--- config.mk ---
export PLATFORM = sky130hd
export DESIGN_NAME = fetch_unit
export DESIGN_NICKNAME = d
export VERILOG_FILES = /design/src/rtl/fetch_unit.sv
export SDC_FILE = /design/constraint.sdc
export NUM_CORES = 1
export LEC_CHECK = 0
export ABC_AREA = 1
export BUFFER_PORTS_ARGS = -buffer_cell sky130_fd_sc_hd__buf_4
export CORE_ASPECT_RATIO = 1.75
export CORE_MARGIN = 2
export CORE_UTILIZATION = 41
export DETAILED_ROUTE_END_ITERATION = 8
export SYNTH_ARGS = -nofsm -noshare
export SYNTH_HDL_FRONTEND = slang
export SYNTH_SLANG_ARGS = --single-unit
--- constraint.sdc ---
create_clock -name clk -period 4.11 [get_ports clk]
set_input_delay 0.2055 -clock clk [delete_from_list [all_inputs] [get_ports clk]]
set_output_delay 0.2055 -clock clk [all_outputs]
set_load 0.02 [all_outputs]
--- src/rtl/fetch_unit.sv ---
// fetch_unit: program counter plus a 2-entry instruction queue in front of a synchronous-read ROM.
// Optional feature macro FETCH_PERF_EN adds fetch/flush performance counters.
module fetch_unit #(
   parameter int unsigned ADDR_W   = 4,
   parameter logic [31:0] RESET_PC = 32'd0
) (
   input  logic              clk,
   input  logic              reset,
   output logic              imem_req,
   output logic [ADDR_W-1:0] imem_addr,
   input  logic [31:0]       imem_rdata,
   output logic [31:0]       instr,
   output logic [31:0]       instr_pc,
   output logic              instr_valid,
   input  logic              instr_ready,
   input  logic              jump,
   input  logic              branch,
   input  logic              zero,
   input  logic [25:0]       jaddr,
   input  logic [15:0]       imm
`ifdef FETCH_PERF_EN
   ,
   output logic [31:0]       perf_fetches,
   output logic [15:0]       perf_flushes
`endif
);

   logic [31:0] pc_r;
   logic [31:0] tag_r;
   logic        inflight_r;
   logic [1:0]  count_r;
   logic        head_r;
   logic [31:0] q_instr_r [2];
   logic [31:0] q_pc_r    [2];

   logic        pop_s;
   logic        redirect_s;
   logic        issue_s;
   logic        wr_s;
   logic        tail_s;
   logic [31:0] pc_inc_s;
   logic [31:0] target_s;
   logic [2:0]  occ_s;

   assign instr     = q_instr_r[head_r];
   assign instr_pc  = q_pc_r[head_r];
   assign imem_addr = pc_r[ADDR_W-1:0];
   assign imem_req  = issue_s;

   // handshake, redirect target and fetch-issue decision
   always_comb begin
      instr_valid = 1'b0;
      pop_s       = 1'b0;
      redirect_s  = 1'b0;
      issue_s     = 1'b0;
      wr_s        = 1'b0;
      tail_s      = 1'b0;
      pc_inc_s    = 32'd0;
      target_s    = 32'd0;
      occ_s       = 3'd0;

      instr_valid = (count_r != 2'd0);
      pop_s       = instr_valid && instr_ready;
      pc_inc_s    = instr_pc + 32'd1;
      if (jump) begin
         target_s = {pc_inc_s[31:26], jaddr};
      end else begin
         target_s = pc_inc_s + {{16{imm[15]}}, imm};
      end
      redirect_s = pop_s && (jump || (branch && zero));

      // words already owned (queued or returning) minus the one leaving this cycle
      occ_s = {1'b0, count_r} + {2'b00, inflight_r};
      if (!reset && !redirect_s && (occ_s < (3'd2 + {2'b00, pop_s}))) begin
         issue_s = 1'b1;
      end else begin
         issue_s = 1'b0;
      end

      wr_s   = inflight_r && !redirect_s;
      tail_s = head_r ^ count_r[0];
   end

   // PC, in-flight tag and instruction queue
   always_ff @(posedge clk) begin
      if (reset) begin
         pc_r       <= RESET_PC;
         tag_r      <= 32'd0;
         inflight_r <= 1'b0;
         count_r    <= 2'd0;
         head_r     <= 1'b0;
         for (int i = 0; i < 2; i++) begin
            q_instr_r[i] <= 32'd0;
            q_pc_r[i]    <= 32'd0;
         end
      end else if (redirect_s) begin
         pc_r       <= target_s;
         inflight_r <= 1'b0;
         count_r    <= 2'd0;
         head_r     <= 1'b0;
      end else begin
         inflight_r <= issue_s;
         if (issue_s) begin
            tag_r <= pc_r;
            pc_r  <= pc_r + 32'd1;
         end
         if (wr_s) begin
            q_instr_r[tail_s] <= imem_rdata;
            q_pc_r[tail_s]    <= tag_r;
         end
         if (pop_s) begin
            head_r <= ~head_r;
         end
         count_r <= count_r + {1'b0, wr_s} - {1'b0, pop_s};
      end
   end

`ifdef FETCH_PERF_EN
   // fetch and flush event counters, wrapping on overflow
   always_ff @(posedge clk) begin
      if (reset) begin
         perf_fetches <= 32'd0;
         perf_flushes <= 16'd0;
      end else begin
         if (issue_s) begin
            perf_fetches <= perf_fetches + 32'd1;
         end
         if (redirect_s) begin
            perf_flushes <= perf_flushes + 16'd1;
         end
      end
   end
`else
   // no performance counters in this build
`endif

endmodule

==> flow_summary.yaml <==
cts:
  ctsLongestPathBuffers: 2
  clk_pin_slew_worst_paths_ns: 0.08
  numClockSinks: 197
  number_of_cts_inserted_buffers: 17
  htree_num_levels: 4
  cts_hold_buffers: 0
  clkLatencyLatePin_ns: 0.47
  post-cts-setup-buffer-count: 0
  tritoncts_clock_tree: "built"
  cts.root.buffer_cell: "sky130_fd_sc_hd__clkbuf_16"
yosys:
  synth_common_cells: "sky130_fd_sc_hd__nand2_1 (348), sky130_fd_sc_hd__nor2_1 (230), sky130_fd_sc_hd__inv_1 (157)"
  post_synth_num_cell_types: 58
  netlist_top_cells_area: "sky130_fd_sc_hd__edfxtp_1 (32%), sky130_fd_sc_hd__dfxtp_1 (11%), sky130_fd_sc_hd__nand2_1 (11%)"
  commonest_register_cell_after_synthesis: "sky130_fd_sc_hd__edfxtp_1"
  async_flop_share: 0
  synthCells: 1552
  synthesized_area_per_cell_um2: 7.78
  post-synth-top-count-cell: "sky130_fd_sc_hd__nand2_1"
  postSynthNetCount: 1675
  cell_area_synth_um2: 12100
  ys_ff_latch: 197
  yosysWarningCount: 0
  synth_top_area_frac: 0.318
  synth_seq_area_share: 0.433
  synth-edff-count: 128
  synth_top_cell_by_area: "sky130_fd_sc_hd__edfxtp_1"
detailed_routing:
  route.vias.total: 10700
  post_drt_wl_per_cell_um: 17.7
  initialDrtViolationCount: 661
  vias_per_cell: 5.16
  post_route_wl_um: 36800
  first_pass_iters: 6
  number_of_routed_nets_with_antenna_violations: 0
  route.detailed.drc: 0
power:
  power.static_leakage_nw: 6.28
  power.switching_mw: 4.05
  comb_power_share: 0.476
  p_int_mw: 5.18
  power.switching_fraction: 0.439
  clkPwrFrac: 0.199
  vdd_ir_drop_max_v: 0.000345
  power-per-cell-area_nw_per_um2: 645
  power_frac_seq: 0.324
  fin_total_pwr_mw: 9.23
die:
  row_count: 83
  floorplan.die.height_um: 231
  coreArea_um2: 29200
  horizontal_die_dimension_um: 134
  initial_utilization: 0.414
  design.die.area_um2: 30900
  pin_count: 150
timing:
  finalClockSkew_ns: 0.0192
  final_critical_path_setup_slack_ns: 0.201
  timing.final.setup_violations: 0
  tightest_slew_ns: 0.905
  final_worst_path_period_share: 0.951
  timing_hold_violations_final: 0
  max_freq_mhz: 256
  rsz0062_at_grt: "true"
  finalSetupTns_ns: 0
  whs_ns: 0.0234
  final_period_minus_worst_setup_slack_ns: 3.91
  max_slew_margin: 0.396
  timing.final.max_slew_violations: 0
place:
  gpl.final_weighted_congestion: 0.947
  postPlaceCellArea_um2: 13600
  port-buffer-count: 149
  post-place-cells: 2045
  detailedPlace.worstSlack_ns: -0.148
  dp.final_hpwl_um: 27700
critical_path:
  worst_ep_required_time_ns: 4.46
  data_arrival_time_of_the_worst_path_ns: 4.26
  cp-end-kind: "register"
  r2r_setup_slack_ns: 0.20
  path_max_fanout: 34
  critical_path.reg2reg.endpoint: "pc_r[23]"
  setup.worst_path.start_class: "register"
  criticalPathCategory: "register to register"
  setup.worst_path.end: "pc_r[23]"
  reg2reg_depth: 21
cells_and_area:
  finish.utilization: 0.491
  filler_cell_count: 2918
  design.final.nets: 1805
  multi_input_area_um2: 6030
  drive_above_1_share: 0.192
  ff_latch_area_um2: 5230
  finish.cell_count_without_fillers: 2077
  num_antenna_cells: 0
  area_delta_synth_final_pct: 18.6
  post-route-cell-area_um2: 14300
global_routing:
  grt.overflow.total: 0
  antenna_found_initial: 0
  grt_first_pass_wirelength_um: 57300
  grt_use_total: 0.242
  first_global_vias: 10600
  maximum_number_of_pins_on_one_net_before_global_route_repair: 73
worst_hold_path:
  worstHoldPathType: "input pin to register"
  hold_path_depth: 3
status:
  outcome: "complete, no violations"
run:
  max_cap_viol_count: 0
==> cell type report <==
| type | count | area share |
|---|---|---|
| clock inverter | 15 | 0.0154 |
| tap | 382 | 0.0334 |
| multi-input combinational | 1130 | 0.421 |
| clock buffer | 17 | 0.0297 |
| sequential | 197 | 0.365 |
| inverter | 163 | 0.0427 |
| timing repair buffer | 173 | 0.0925 |
==> cell families (layout without fill, tap and decap cells) <==
kind of cell             Yosys count  count (layout)  synth area share
XOR/XNOR                          56              56            0.0406
buffers and inverters            225             368            0.0762
adder cells (fa/ha/maj)           43              43            0.0452
AO/OA/AOI/OAI                    251             251             0.114
AND/OR/NAND/NOR                  780             780             0.291
flip-flops                       197             197             0.433
==> sequential cells by signal, indices dropped and copies added, names as in the netlist, named ones only <==
signal      cells
q_instr_r      64
q_pc_r         64
pc_r           32
tag_r          32
count_r         2
head_r          1
inflight_r      1
==> power by group through the flow <==
| stage | sequential, mW | combinational (mW) | clock (mW) |
|---|---|---|---|
| 2_1_floorplan | 2.93 | 2.94 | 0 |
| 3_3_place_gp | 3.02 | 4.33 | 0 |
| 3_5_place_dp | 3.03 | 4.34 | 0 |
| 4_1_cts | 2.99 | 4.37 | 1.88 |
| 5_1_grt | 3.05 | 4.85 | 1.95 |
| 6_report | 2.99 | 4.40 | 1.84 |
==> critical path: stages, from the launching register on <==
cell,delay (ns)
sky130_fd_sc_hd__dfxtp_2,0.37
sky130_fd_sc_hd__inv_2,0.11
sky130_fd_sc_hd__buf_12,0.20
sky130_fd_sc_hd__nand2_1,0.09
sky130_fd_sc_hd__nand2_2,0.10
sky130_fd_sc_hd__inv_1,0.08
sky130_fd_sc_hd__nor2_4,0.13
sky130_fd_sc_hd__nand2_2,0.09
sky130_fd_sc_hd__nor2_8,0.17
sky130_fd_sc_hd__nand4_1,0.15
sky130_fd_sc_hd__nor3_1,0.29
sky130_fd_sc_hd__xnor2_1,0.16
sky130_fd_sc_hd__inv_1,0.07
sky130_fd_sc_hd__ha_1,0.37
sky130_fd_sc_hd__a21oi_1,0.23
sky130_fd_sc_hd__a21boi_0,0.29
sky130_fd_sc_hd__nand2_1,0.13
sky130_fd_sc_hd__a31oi_2,0.30
sky130_fd_sc_hd__or2_2,0.17
sky130_fd_sc_hd__nand3_1,0.09
sky130_fd_sc_hd__nand2_1,0.11
sky130_fd_sc_hd__a21oi_1,0.07
==> worst min-delay path by stage <==
stage | startpoint | to | slack [ns]
2_1_floorplan | jaddr[0] | pc_r[0] | 0.38
3_3_place_gp | tag_r[0] | tag_r[0] | 0.46
3_5_place_dp | tag_r[0] | tag_r[0] | 0.47
4_1_cts | jaddr[0] | pc_r[0] | 0.02
5_1_grt | jaddr[0] | pc_r[0] | 0.03
6_report | jaddr[0] | pc_r[0] | 0.02
==> per-layer routing <==
| layer | track usage | routed length, um |
|---|---|---|
| met1 | 0.276 | 14500 |
| met2 | 0.440 | 19400 |
| met3 | 0.0332 | 1310 |
| met4 | 0.115 | 1620 |
| met5 | 0 | 0 |
==> what timing repair did <==
action                                  in CTS  in global routing
endpoints found under the setup margin       1                 11
endpoints found under the hold margin        0                  0
pin swaps                                    0                  1
resized for setup                            1                 21
gates cloned                                 0                  0
==> placed cells by master, fill, tap and decap left out, drive strengths merged, types with 4 or more instances in the layout <==
| master | count |
|---|---|
| a211oi | 4 |
| a21o | 5 |
| a21oi | 104 |
| a31oi | 7 |
| buf | 173 |
| bufinv | 4 |
| clkbuf | 17 |
| clkinv | 4 |
| dfxtp | 69 |
| edfxtp | 128 |
| ha | 42 |
| inv | 169 |
| nand2 | 401 |
| nand3 | 64 |
| nand3b | 5 |
| nand4 | 17 |
| nor2 | 246 |
| nor3 | 20 |
| nor4 | 11 |
| o211ai | 11 |
| o21a | 4 |
| o21ai | 101 |
| o21bai | 5 |
| or2 | 10 |
| xnor2 | 25 |
| xor2 | 31 |
Note: power is estimated with default switching activity, not from simulation.
